### config.mk
export PLATFORM = sky130hd
export DESIGN_NAME = id_ex_stage
export DESIGN_NICKNAME = d
export VERILOG_FILES = /design/src/rtl/id_ex_pkg.sv /design/src/rtl/load_use_detect.sv /design/src/rtl/id_ex_stage.sv
export SDC_FILE = /design/constraint.sdc
export NUM_CORES = 1
export LEC_CHECK = 0
export ABC_AREA = 1
export CAP_MARGIN = 40
export CORE_ASPECT_RATIO = 0.7
export CORE_UTILIZATION = 45
export CTS_BUF_LIST = sky130_fd_sc_hd__clkbuf_8 sky130_fd_sc_hd__clkbuf_16
export DETAILED_ROUTE_END_ITERATION = 7
export GPL_TIMING_DRIVEN = 0
export PLACE_DENSITY = 0.94
export SLEW_MARGIN = 10
export SYNTH_ARGS = -nofsm -noshare
export SYNTH_HDL_FRONTEND = slang
export SYNTH_SLANG_ARGS = --single-unit
export TNS_END_PERCENT = 30
### constraint.sdc
create_clock -name clk_i -period 3.2 [get_ports clk_i]
set_input_delay 0.96 -clock clk_i [delete_from_list [all_inputs] [get_ports clk_i]]
set_output_delay 0.96 -clock clk_i [all_outputs]
set_load 0.005 [all_outputs]
### src/rtl/id_ex_pkg.sv
// Shared types for the ID/EX pipeline register: ALU op classes, the control bundle
// carried down the pipe, and the all-zero bundle used when a bubble is inserted.
package id_ex_pkg;

    typedef enum logic [1:0] {
        ALUOP_LOADSTORE = 2'b00,
        ALUOP_BRANCH    = 2'b01,
        ALUOP_RTYPE     = 2'b10,
        ALUOP_ITYPE     = 2'b11
    } aluop_e;

    typedef struct packed {
        aluop_e alu_op;
        logic   reg_write;
        logic   mem_write;
        logic   mem_read;
        logic   mem2reg;
        logic   branch;
    } ctrl_t;

    localparam ctrl_t ZERO_CTRL = '0;

endpackage

### src/rtl/load_use_detect.sv
// Load-use hazard check: a valid load in EX whose destination is read by the valid
// instruction in ID. Purely combinational; x0 is never a hazard.
module load_use_detect
    import id_ex_pkg::*;
#(
    parameter int REG_AW = 5
) (
    input  logic              ex_valid_i,
    input  logic              ex_mem_read_i,
    input  logic [REG_AW-1:0] ex_rd_i,
    input  logic              id_valid_i,
    input  logic [REG_AW-1:0] id_rs_i,
    input  logic [REG_AW-1:0] id_rt_i,
    input  logic              id_uses_rt_i,
    output logic              hazard_o
);

    logic rs_match;
    logic rt_match;

    assign rs_match = (ex_rd_i == id_rs_i);
    assign rt_match = id_uses_rt_i & (ex_rd_i == id_rt_i);
    assign hazard_o = ex_valid_i & ex_mem_read_i & (ex_rd_i != '0) & id_valid_i
                    & (rs_match | rt_match);

endmodule

### src/rtl/id_ex_stage.sv
// ID/EX register with valid, stall hold, flush/hazard bubbles and a saturating bubble counter;
// one-cycle latency, stall freezes all state. PC_PASS_EN adds a pc_i/pc_o payload path.
module id_ex_stage
    import id_ex_pkg::*;
#(
    parameter int DATA_W  = 32,
    parameter int REG_AW  = 5,
    parameter int FUNCT_W = 10,
    parameter int CNT_W   = 16
) (
    input  logic               clk_i,
    input  logic               rst_i,
`ifdef PC_PASS_EN
    input  logic [DATA_W-1:0]  pc_i,
    output logic [DATA_W-1:0]  pc_o,
`endif
    input  logic               valid_i,
    input  logic               stall_i,
    input  logic               flush_i,
    input  logic [1:0]         ALUOp_i,
    input  logic               ALUSrc_i,
    input  logic               RegWrite_i,
    input  logic               MemWrite_i,
    input  logic               MemRead_i,
    input  logic               Mem2Reg_i,
    input  logic               Branch_i,
    input  logic [DATA_W-1:0]  RSdata_i,
    input  logic [DATA_W-1:0]  RTdata_i,
    input  logic [DATA_W-1:0]  imm_i,
    input  logic [FUNCT_W-1:0] funct_i,
    input  logic [REG_AW-1:0]  RSaddr_i,
    input  logic [REG_AW-1:0]  RTaddr_i,
    input  logic [REG_AW-1:0]  RDaddr_i,
    input  logic               uses_rt_i,
    output logic               valid_o,
    output logic [1:0]         ALUOp_o,
    output logic               RegWrite_o,
    output logic               MemWrite_o,
    output logic               MemRead_o,
    output logic               Mem2Reg_o,
    output logic               Branch_o,
    output logic [DATA_W-1:0]  RSdata_o,
    output logic [DATA_W-1:0]  op2_o,
    output logic [DATA_W-1:0]  RTdata_o,
    output logic [FUNCT_W-1:0] funct_o,
    output logic [REG_AW-1:0]  RSaddr_o,
    output logic [REG_AW-1:0]  RTaddr_o,
    output logic [REG_AW-1:0]  RDaddr_o,
    output logic               hazard_o,
    output logic [CNT_W-1:0]   bubble_cnt_o
);

    ctrl_t              ctrl_q, ctrl_d, in_ctrl;
    logic               valid_q, valid_d;
    logic [DATA_W-1:0]  rs_data_q, rs_data_d;
    logic [DATA_W-1:0]  op2_q, op2_d;
    logic [DATA_W-1:0]  rt_data_q, rt_data_d;
    logic [FUNCT_W-1:0] funct_q, funct_d;
    logic [REG_AW-1:0]  rs_addr_q, rs_addr_d;
    logic [REG_AW-1:0]  rt_addr_q, rt_addr_d;
    logic [REG_AW-1:0]  rd_addr_q, rd_addr_d;
    logic [CNT_W-1:0]   bubble_cnt_q, bubble_cnt_d;
    logic               bubble;
`ifdef PC_PASS_EN
    logic [DATA_W-1:0]  pc_q, pc_d;
`endif

    load_use_detect #(.REG_AW(REG_AW)) u_load_use_detect (
        .ex_valid_i    (valid_q),
        .ex_mem_read_i (ctrl_q.mem_read),
        .ex_rd_i       (rd_addr_q),
        .id_valid_i    (valid_i),
        .id_rs_i       (RSaddr_i),
        .id_rt_i       (RTaddr_i),
        .id_uses_rt_i  (uses_rt_i),
        .hazard_o      (hazard_o)
    );

    assign in_ctrl = '{alu_op:    aluop_e'(ALUOp_i),
                       reg_write: RegWrite_i,
                       mem_write: MemWrite_i,
                       mem_read:  MemRead_i,
                       mem2reg:   Mem2Reg_i,
                       branch:    Branch_i};

    assign bubble = flush_i | hazard_o | ~valid_i;

    always_comb begin
        valid_d      = valid_q;
        ctrl_d       = ctrl_q;
        rs_data_d    = rs_data_q;
        op2_d        = op2_q;
        rt_data_d    = rt_data_q;
        funct_d      = funct_q;
        rs_addr_d    = rs_addr_q;
        rt_addr_d    = rt_addr_q;
        rd_addr_d    = rd_addr_q;
        bubble_cnt_d = bubble_cnt_q;
`ifdef PC_PASS_EN
        pc_d         = pc_q;
`endif
        if (!stall_i) begin
            // Payload fields load even on a bubble; valid_o=0 makes them don't-care.
            rs_data_d = RSdata_i;
            rt_data_d = RTdata_i;
            op2_d     = ALUSrc_i ? imm_i : RTdata_i;
            funct_d   = funct_i;
            rs_addr_d = RSaddr_i;
            rt_addr_d = RTaddr_i;
            rd_addr_d = RDaddr_i;
            if (bubble) begin
                valid_d = 1'b0;
                ctrl_d  = ZERO_CTRL;
            end else begin
                valid_d = 1'b1;
                ctrl_d  = in_ctrl;
`ifdef PC_PASS_EN
                pc_d    = pc_i;
`endif
            end
            // An idle decode slot (!valid_i) is not counted as an inserted bubble.
            if ((flush_i | hazard_o) && (bubble_cnt_q != '1)) begin
                bubble_cnt_d = bubble_cnt_q + CNT_W'(1);
            end
        end
    end

    always_ff @(posedge clk_i) begin
        if (rst_i) begin
            valid_q      <= 1'b0;
            ctrl_q       <= ZERO_CTRL;
            rs_data_q    <= '0;
            op2_q        <= '0;
            rt_data_q    <= '0;
            funct_q      <= '0;
            rs_addr_q    <= '0;
            rt_addr_q    <= '0;
            rd_addr_q    <= '0;
            bubble_cnt_q <= '0;
`ifdef PC_PASS_EN
            pc_q         <= '0;
`endif
        end else begin
            valid_q      <= valid_d;
            ctrl_q       <= ctrl_d;
            rs_data_q    <= rs_data_d;
            op2_q        <= op2_d;
            rt_data_q    <= rt_data_d;
            funct_q      <= funct_d;
            rs_addr_q    <= rs_addr_d;
            rt_addr_q    <= rt_addr_d;
            rd_addr_q    <= rd_addr_d;
            bubble_cnt_q <= bubble_cnt_d;
`ifdef PC_PASS_EN
            pc_q         <= pc_d;
`endif
        end
    end

    assign valid_o      = valid_q;
    assign ALUOp_o      = ctrl_q.alu_op;
    assign RegWrite_o   = ctrl_q.reg_write;
    assign MemWrite_o   = ctrl_q.mem_write;
    assign MemRead_o    = ctrl_q.mem_read;
    assign Mem2Reg_o    = ctrl_q.mem2reg;
    assign Branch_o     = ctrl_q.branch;
    assign RSdata_o     = rs_data_q;
    assign op2_o        = op2_q;
    assign RTdata_o     = rt_data_q;
    assign funct_o      = funct_q;
    assign RSaddr_o     = rs_addr_q;
    assign RTaddr_o     = rt_addr_q;
    assign RDaddr_o     = rd_addr_q;
    assign bubble_cnt_o = bubble_cnt_q;
`ifdef PC_PASS_EN
    assign pc_o         = pc_q;
`endif

endmodule

==> results.py, run 1 <==
metrics = {
    "grt": {
        "antenna_found_initial": 1,
        "overflow": 0,
        "grt_pass1_vias": 6578,
        "grt_pass1_wl_um": 32400,
        "grt_max_degree": 17,
        "globalRouteTotalUtil_pct": 29.8,
    },
    "finish": {
        "nNetsFinal": 1307,
        "area_growth_pct": 59.4,
        "final_cell_mix": "269 x clkdlybuf4s50_1, 189 x nor2_1, 153 x o21ai_0",
        "final_common_cell": "clkdlybuf4s50_1",
        "fin_util_pct": 73.7,
        "drive_gt1_share_pct": 5.49,
    },
    "pwr": {
        "power_frac_comb_pct": 16.8,
        "leakagePower_nw": 4.33,
        "p_switching_mw": 1.21,
        "power.clock.fraction_pct": 41.1,
        "ir_worst_vdd_uv": 335,
        "switching_share_pct": 25.5,
        "power_density_nw_per_um2": 489,
        "power_frac_seq_pct": 42.1,
        "cellInternalPower_mw": 3.54,
    },
    "routing": {
        "viasPerCell": 5.00,
        "drc": 0,
        "wl_um": 21300,
        "dr.pass1.iters": 5,
        "first_iter_violations": 442,
        "vias": 6842,
        "avgRoutedWirePerCell_um": 15.6,
        "postRouteAntennaNets": 0,
    },
    "synthesis": {
        "synth_cell_types": 23,
        "syn_nets": 1009,
        "yosysWarnings": 0,
        "avgSynthCellArea_um2": 6.98,
        "ys_ff_latch": 145,
        "ys_seq_area_share_pct": 47.6,
        "synthCells": 873,
        "yosys.area.top_type": "dfxtp_1",
        "synth_top_area_share_pct": 47.6,
        "yosys-top-cells-area": "dfxtp_1 48%, o21ai_0 13%, nor2_1 12%",
        "netlist_area_um2": 6100,
    },
    "placed_design": {
        "gp_congestion": 0.902,
        "port_buffers": 278,
        "dpl.hpwl_um": 16000,
    },
    "timing": {
        "period_minus_slack_ns": 3.12,
        "hold_violations": 0,
        "setup_violations": 0,
        "relSlewSlack_pct": 45.1,
        "rsz0062_at_grt": "false",
        "drv_slew": 0,
        "worstMarginPinSlew_ns": 0.821,
        "period_share_pct": 97.6,
        "fin_skew_ns": 0.0130,
        "max_freq_mhz": 320,
        "holdWs_ns": 0.464,
        "tns_ns": 0,
    },
    "critical_path": {
        "reg2reg_from": "RDaddr_o[2]",
        "rr_endpoint": "bubble_cnt_o[4]",
        "reg2reg_setup_slack_ns": 1.28,
        "path_max_fanout": 2,
        "cp-start-kind": "input port",
        "r2r.worst_path.cells": 13,
        "crit_path_end_kind": "output port",
        "worst-setup-path-type": "in -> out",
        "cp.arrival_ns": 2.16,
        "cp.required_ns": 2.24,
    },
    "clock_network": {
        "clk_pin_slew_worst_paths_ns": 0.05,
        "htree_levels": 4,
        "cts_tree": "yes",
        "cts-root-buf": "clkbuf_16",
        "cts_buffers": 17,
        "clk_latency_ns": 0.40,
        "cts_buffer_depth": 2,
        "cts.sinks": 145,
    },
    "floorplanning": {
        "die_h_um": 99.4,
        "core_um2": 13200,
        "initial_core_util_pct": 46.2,
        "ios": 281,
        "rows": 35,
        "fp.dieArea_um2": 14000,
        "fp.dieW_um": 141,
    },
    "worst_hold_path": {
        "whs_path_depth": 2,
        "hold-path-endpoint": "RegWrite_o",
        "hp-class": "reg -> reg",
        "holdCritStartpoint": "RegWrite_o",
    },
    "run": {
        "cap_violations": 0,
    },
    "outcome": {
        "status": "complete, no violations",
    },
}
## metrics by stage
step | worst slack [ns] | std cells | total power [mW] | cell area (um2)
floorplan | 0.814 | 873 | 2.31 | 6100
global placement | -0.361 | 1336 | 2.80 | 9110
detailed placement | -0.361 | 1336 | 2.83 | 9110
CTS | 0.00120 | 1367 | 4.77 | 9690
global route | 0.0149 | 1369 | 4.94 | 9720
finish | 0.0766 | 1369 | 4.75 | 9720
## worst max-delay path: stages
cell	delay, ns
clkdlybuf4s50_1	0.47
inv_1	0.06
nand2_1	0.05
nand2_1	0.04
nor2_1	0.09
nand3_1	0.09
nand2_2	0.10
nand2_2	0.06
inv_1	0.05
clkdlybuf4s15_2	0.20
## layout make-up
type	count	area, um2
Sequential cell	145	2900
Inverter	109	409
Tap cell	185	231
Clock inverter	13	136
Timing Repair Buffer	279	2800
Clock buffer	18	439
Antenna cell	1	2.50
Fill cell	1012	3460
Buffer	54	229
Multi-Input combinational cell	565	2560
## routing by layer
metal	vias to the layer above	wire length, um	global-route usage, %
met5	-	0	0
met4	0	564	11.5
met3	48	1950	8.28
met2	335	10200	52.1
met1	3117	8620	34.7
li1	3342	-	-
## how the worst max path moves through the flow
stage / endpoint / depth (start not counted) / start
after CTS: hazard_o / 10 / RSaddr_i[1]
after floorplan: hazard_o / 8 / RTaddr_i[1]
after global placement: hazard_o / 10 / RSaddr_i[3]
after global routing: hazard_o / 10 / RTaddr_i[0]
after detailed placement: hazard_o / 10 / RSaddr_i[3]
final: hazard_o / 10 / RTaddr_i[0]
## cells by family after synthesis
family | count (synthesis) | share of synthesized area [%]
compound gates | 208 | 17.1
fa+ha+maj | 1 | 0.205
xor+xnor | 9 | 1.29
simple gates | 347 | 23.3
buf+inv | 163 | 10.5
flops | 145 | 47.6
## state kept, by name, summed over array words and instances, names as in the netlist, 2 cells and up
signal        flops
RSdata_o         32
RTdata_o         32
op2_o            32
bubble_cnt_o     16
funct_o          10
RDaddr_o          5
RSaddr_o          5
RTaddr_o          5
ALUOp_o           2
## synth_stat cells
| master | n |
|---|---|
| a21oi_1 | 55 |
| buf_1 | 4 |
| buf_2 | 15 |
| buf_6 | 1 |
| clkbuf_1 | 34 |
| dfxtp_1 | 145 |
| ha_1 | 1 |
| inv_1 | 107 |
| inv_2 | 2 |
| nand2_1 | 114 |
| nand2_2 | 1 |
| nand2_4 | 1 |
| nand3_1 | 19 |
| nand3_2 | 1 |
| nand3_4 | 2 |
| nand4_1 | 11 |
| nor2_1 | 191 |
| nor2_4 | 1 |
| nor3_1 | 4 |
| nor3_2 | 2 |
| o21ai_0 | 153 |
| xnor2_1 | 1 |
| xor2_1 | 8 |
## power by group through the flow
stage	combinational [mW]	sequential, mW	clock [mW]
3_3_place_gp	0.770	2.03	0
3_5_place_dp	0.790	2.04	0
2_1_floorplan	0.275	2.04	0
5_1_grt	0.866	2.01	2.06
4_1_cts	0.795	2.00	1.97
6_report	0.797	2.00	1.95
## repair_timing
action | CTS | global route
hold buffers | 0 | 0
gates resized for setup | 8 | 10
pin swaps | 5 | 8
setup buffers | 0 | 1
endpoints found under the setup margin | 1 | 1
(Power assumes the default switching activity.)
==> inputs of run 2 (changes only) <==
Settings changed: GPL_TIMING_DRIVEN 0 to 1.
==> run 2 against run 1 <==
Sequential power is essentially flat. First-iteration DRC count shrank 19%. Routed wire length shrank 9.0%. Critical path depth is the same. Power shrank 0.61%. Non-clock buffer count shrank 32. Utilization shrank 0.54 points. Clock power is essentially flat. Via count shrank 4.5%. Sequential share of layout area grew 0.22 points. Worst hold slack is essentially flat. Critical path type unchanged. Largest power group unchanged.
==> results.py, run 2 (synthesis results as in run 1) <==
metrics = {
    "outcome": {
        "status": "complete, no violations",
    },
    "critical_path": {
        "cp-start-kind": "input port",
        "path_buf_inv": 4,
        "crit_slowest_cell": "clkdlybuf4s50_1",
        "path_delay_family": "buffers and inverters",
        "crit_chain": "clkdlybuf4s50_1 > inv_1 > nand2_1 > nand2_1 > nor2_1 > nand3_1 > nand2_2 > nand2_2 > inv_1 > clkbuf_2",
        "cp_slowest_stage_delay_ns": 0.48,
        "cp.required_ns": 2.24,
        "cp.arrival_ns": 2.11,
        "crit_path_end_kind": "output port",
        "worst-setup-path-type": "in -> out",
        "path_max_fanout": 2,
    },
    "grt": {
        "busiest_layer": "met2",
        "grt_pass1_vias": 6201,
        "antenna_found_initial": 0,
        "groute.layer.met1.usage_pct": 29.7,
        "overflow": 0,
        "grt.met3_usage_pct": 8.52,
        "grt_pass1_wl_um": 30800,
        "globalRouteTotalUtil_pct": 27.7,
        "grt_max_degree": 77,
        "met2_usage_pct": 50.9,
    },
    "floorplanning": {
        "die_h_um": 99.4,
        "initial_core_util_pct": 46.2,
        "fp.dieW_um": 141,
        "core_um2": 13200,
        "fp.dieArea_um2": 14000,
        "rows": 35,
        "ios": 281,
    },
    "worst_hold_path": {
        "hp-class": "reg -> reg",
    },
    "routing": {
        "dr.pass1.iters": 5,
        "wl_um": 19400,
        "postRouteAntennaNets": 0,
        "first_iter_violations": 358,
        "viasPerCell": 4.89,
        "avgRoutedWirePerCell_um": 14.5,
        "drc": 0,
        "vias": 6536,
    },
    "finish": {
        "fin_util_pct": 73.2,
        "fillCellCount": 971,
        "multi_input_area_um2": 2580,
        "drive_gt1_share_pct": 6.34,
        "regArea_um2": 2900,
        "antennaDiodeCount": 0,
        "area_growth_pct": 58.3,
        "final_cell_mix": "272 x clkdlybuf4s50_1, 188 x nor2_1, 153 x o21ai_0",
        "post-route-cell-area_um2": 9650,
        "nNetsFinal": 1275,
        "final_common_cell": "clkdlybuf4s50_1",
    },
    "timing": {
        "setup_violations": 0,
        "hold_violations": 0,
        "period_share_pct": 96.1,
        "setup_slack_ns": 0.125,
        "max_freq_mhz": 325,
        "rsz0062_at_grt": "false",
        "relSlewSlack_pct": 54.9,
        "period_minus_slack_ns": 3.07,
        "fin_skew_ns": 0.0120,
        "worstMarginPinSlew_ns": 0.677,
        "drv_slew": 0,
    },
    "placed_design": {
        "dpl.hpwl_um": 14000,
        "port_buffers": 280,
        "dpl-instance-area_um2": 9060,
        "dp_slack_ns": -0.457,
        "gp_congestion": 0.854,
    },
    "pwr": {
        "power_density_nw_per_um2": 489,
        "power.total_mw": 4.72,
        "ir_worst_vdd_uv": 411,
        "leakagePower_nw": 4.29,
    },
    "clock_network": {
        "cts.sinks": 145,
        "cts-root-buf": "clkbuf_16",
        "cts_buffer_depth": 2,
        "clk_latency_ns": 0.40,
        "htree_levels": 4,
        "hold_buffers": 0,
        "clk_pin_slew_worst_paths_ns": 0.06,
        "cts_buffers": 17,
        "cts_tree": "yes",
    },
    "run": {
        "cap_violations": 0,
    },
}
[run 2: final timing paths]
kind,cells after the start,startpoint,end,slack (ns)
worst max-delay path,10,RTaddr_i[1],hazard_o,0.13
worst min-delay path,2,Mem2Reg_o,Mem2Reg_o,0.46
worst max register to register,13,RDaddr_o[2],bubble_cnt_o[0],1.25
worst min register to register,2,Mem2Reg_o,Mem2Reg_o,0.46
[run 2: worst reg2reg max path: stages (launching register included)]
cell and delay (ns):
dfxtp_1 0.42, inv_1 0.16, nand2_1 0.09, nand2_1 0.09, nor2_4 0.16, nand3_2 0.09, nand2_2 0.09, nand2_2 0.05
buf_4 0.13, nand2_4 0.10, buf_4 0.18, nand4_1 0.09, nand2_1 0.12, nor2_1 0.04
[run 2: where the power goes]
group / switching (mW) / internal (mW)
Sequential: 0.0723 / 1.93
Clock: 0.772 / 1.17
Combinational: 0.335 / 0.446
[run 2: stage by stage]
step	hold WS [ns]	TNS [ns]	instances
finish	0.464	0	1336
global route	0.486	0	1336
CTS	0.465	0	1336
detailed placement	0.458	-0.457	1305
global placement	0.451	-0.448	1305
floorplan	0.462	0	873
[run 2: what timing repair did]
| action | CTS | global route |
|---|---|---|
| setup buffers | 0 | 0 |
| gates resized for setup | 12 | 2 |
| setup endpoints to repair | 1 | 1 |
| pin swaps | 6 | 4 |
[run 2: layout make-up]
class,instances,share of cell area [%]
clock buffers,18,4.55
clock inverters,13,1.43
inverters,109,4.27
multi-input cells,565,26.7
flip-flops and latches,145,30.1
well taps,185,2.40
repair buffers,301,30.6
[run 2: metal layers]
layer	part of all wire, %	wire length [um]
met1	39	7490
met2	50	9740
met4	2.4	473
met3	8.6	1670
met5	0	0
==> inputs of run 3 (changes only) <==
Settings changed: CTS_BUF_LIST sky130_fd_sc_hd__clkbuf_8 sky130_fd_sc_hd__clkbuf_16 to default, PLACE_DENSITY 0.94 to default, PLACE_DENSITY_LB_ADDON from default to 0.12, TNS_END_PERCENT 30 to default.
==> run 3 against run 2 <==
Setup slack improved by 0.027 ns. Combinational power fell by 1%. Die area unchanged. Clock power is essentially flat. Maximum frequency grew 0.88%. Routed wire length is 3.9% lower. Sequential share of layout area barely moved. Via count decreased by 2.5%. Utilization hardly changed. Sequential power about the same. Power increased by 0.18%. Global-route usage decreased by 0.50 points. Critical endpoint unchanged.
==> results.py, run 3 (synthesis results as in run 1) <==
metrics = {
    "worst_hold_path": {
        "hp-class": "reg -> reg",
        "holdCritStartpoint": "RegWrite_o",
        "whs_path_depth": 2,
    },
    "timing": {
        "setup_slack_ns": 0.152,
        "setup_violations": 0,
        "worstMarginPinSlew_ns": 0.672,
        "hold_violations": 0,
        "rsz0062_at_grt": "false",
        "period_share_pct": 95.3,
        "relSlewSlack_pct": 55.1,
        "fin_skew_ns": 0.00863,
        "max_freq_mhz": 328,
        "period_minus_slack_ns": 3.05,
        "drv_slew": 0,
    },
    "floorplanning": {
        "fp.dieArea_um2": 14000,
        "initial_core_util_pct": 46.2,
        "die_h_um": 99.4,
        "fp.dieW_um": 141,
        "ios": 281,
        "core_um2": 13200,
        "rows": 35,
    },
    "clock_network": {
        "clk_latency_ns": 0.41,
        "htree_levels": 4,
        "cts_tree": "yes",
        "post_cts_buffers": 0,
        "cts_buffer_depth": 2,
        "cts.sinks": 145,
        "cts_buffers": 17,
        "cts-root-buf": "clkbuf_16",
        "clk_pin_slew_worst_paths_ns": 0.06,
    },
    "finish": {
        "final_cell_mix": "273 x clkdlybuf4s50_1, 189 x nor2_1, 153 x o21ai_0",
        "final_common_cell": "clkdlybuf4s50_1",
        "stdcell_count": 1336,
        "drive_gt1_share_pct": 6.09,
        "nNetsFinal": 1272,
        "fin_util_pct": 73.2,
        "area_growth_pct": 58.3,
    },
    "placed_design": {
        "dpl.hpwl_um": 13200,
        "dp_slack_ns": -0.323,
        "dpl.cell_count": 1302,
        "port_buffers": 280,
        "gp_congestion": 0.832,
    },
    "routing": {
        "drc": 0,
        "vias": 6371,
        "postRouteAntennaNets": 0,
        "first_iter_violations": 293,
        "avgRoutedWirePerCell_um": 13.9,
        "wl_um": 18600,
        "viasPerCell": 4.77,
        "dr.pass1.iters": 5,
    },
    "critical_path": {
        "cp-start-kind": "input port",
        "reg2reg_from": "bubble_cnt_o[0]",
        "r2r.worst_path.cells": 10,
        "worst-setup-path-type": "in -> out",
        "cp-startpoint": "RTaddr_i[0]",
        "crit_path_end_kind": "output port",
        "cp.required_ns": 2.24,
        "path_max_fanout": 2,
        "cp.arrival_ns": 2.09,
    },
    "pwr": {
        "power.total_mw": 4.73,
        "power_density_nw_per_um2": 490,
        "cellInternalPower_mw": 3.49,
        "power_frac_comb_pct": 16.3,
        "ir_worst_vdd_uv": 409,
        "power.clock.fraction_pct": 41.5,
        "leakagePower_nw": 4.28,
        "switching_share_pct": 26.1,
        "p_switching_mw": 1.24,
        "power_frac_seq_pct": 42.2,
    },
    "grt": {
        "globalRouteTotalUtil_pct": 27.2,
        "overflow": 0,
        "antenna_found_initial": 2,
        "grt_max_degree": 77,
        "grt_pass1_vias": 5859,
        "grt_pass1_wl_um": 30000,
    },
    "run": {
        "cap_violations": 0,
    },
    "outcome": {
        "status": "complete, no violations",
    },
}
[run 3: cell types whose count changed in the layout (fill, tap and decap cells not counted), moves of 2 or more]
cell | previous run | this run
inv_6 | 3 | 5
buf_12 | 1 | 3
inv_1 | 106 | 104
diode_2 | 0 | 2
clkinv_2 | 3 | 1
inv_8 | 0 | 3
buf_4 | 20 | 15
[run 3: repair_timing]
item | 4_1_cts | 5_1_grt
pin swaps | 7 | 3
endpoints found under the setup margin | 1 | 1
resized for setup | 7 | 3
hold buffers | 0 | 0
[run 3: layout make-up]
| class | instances | area [um2] |
|---|---|---|
| Fill cell | 1080 | 3530 |
| Timing Repair Buffer | 298 | 2950 |
| Sequential cell | 145 | 2900 |
| Multi-Input combinational cell | 565 | 2560 |
| Clock buffer | 18 | 439 |
| Inverter | 109 | 412 |
| Tap cell | 185 | 231 |
| Clock inverter | 14 | 145 |
| Antenna cell | 2 | 5.00 |
[run 3: power by group through the flow]
stage,Clock (mW),Sequential [mW],Combinational [mW]
2_1_floorplan,0,2.04,0.275
3_3_place_gp,0,2.03,0.762
3_5_place_dp,0,2.03,0.769
4_1_cts,2.00,1.99,0.775
5_1_grt,2.09,2.01,0.854
6_report,1.96,1.99,0.771
[run 3: final timing paths]
path                     end  slack, ns
max                 hazard_o       0.15
min reg2reg       RegWrite_o       0.46
max reg2reg  bubble_cnt_o[0]       1.26
min               RegWrite_o       0.46
[run 3: metal layers]
metal / GRT usage [%] / routed length (um) / up-vias
met2: 45.8 / 8760 / 206
met3: 10.9 / 1670 / 30
li1: - / - / 3290
met5: 0 / 0 / -
met1: 31.0 / 7800 / 2845
met4: 10.7 / 388 / 0
[run 3: metrics by stage]
stage	hold slack (ns)	cell area, um2	setup TNS (ns)
after floorplan	0.462	6100	0
after global placement	0.453	9060	-0.289
after detailed placement	0.455	9060	-0.323
after CTS	0.464	9650	0
after global routing	0.496	9650	0
final	0.463	9650	0
[run 3: critical path: stages]
cell	delay, ns
clkdlybuf4s50_1	0.49
inv_2	0.05
nand2_1	0.05
nand2_1	0.05
nor2_1	0.11
nand3_1	0.09
nand2_2	0.09
nand2_2	0.05
inv_1	0.05
clkbuf_2	0.10
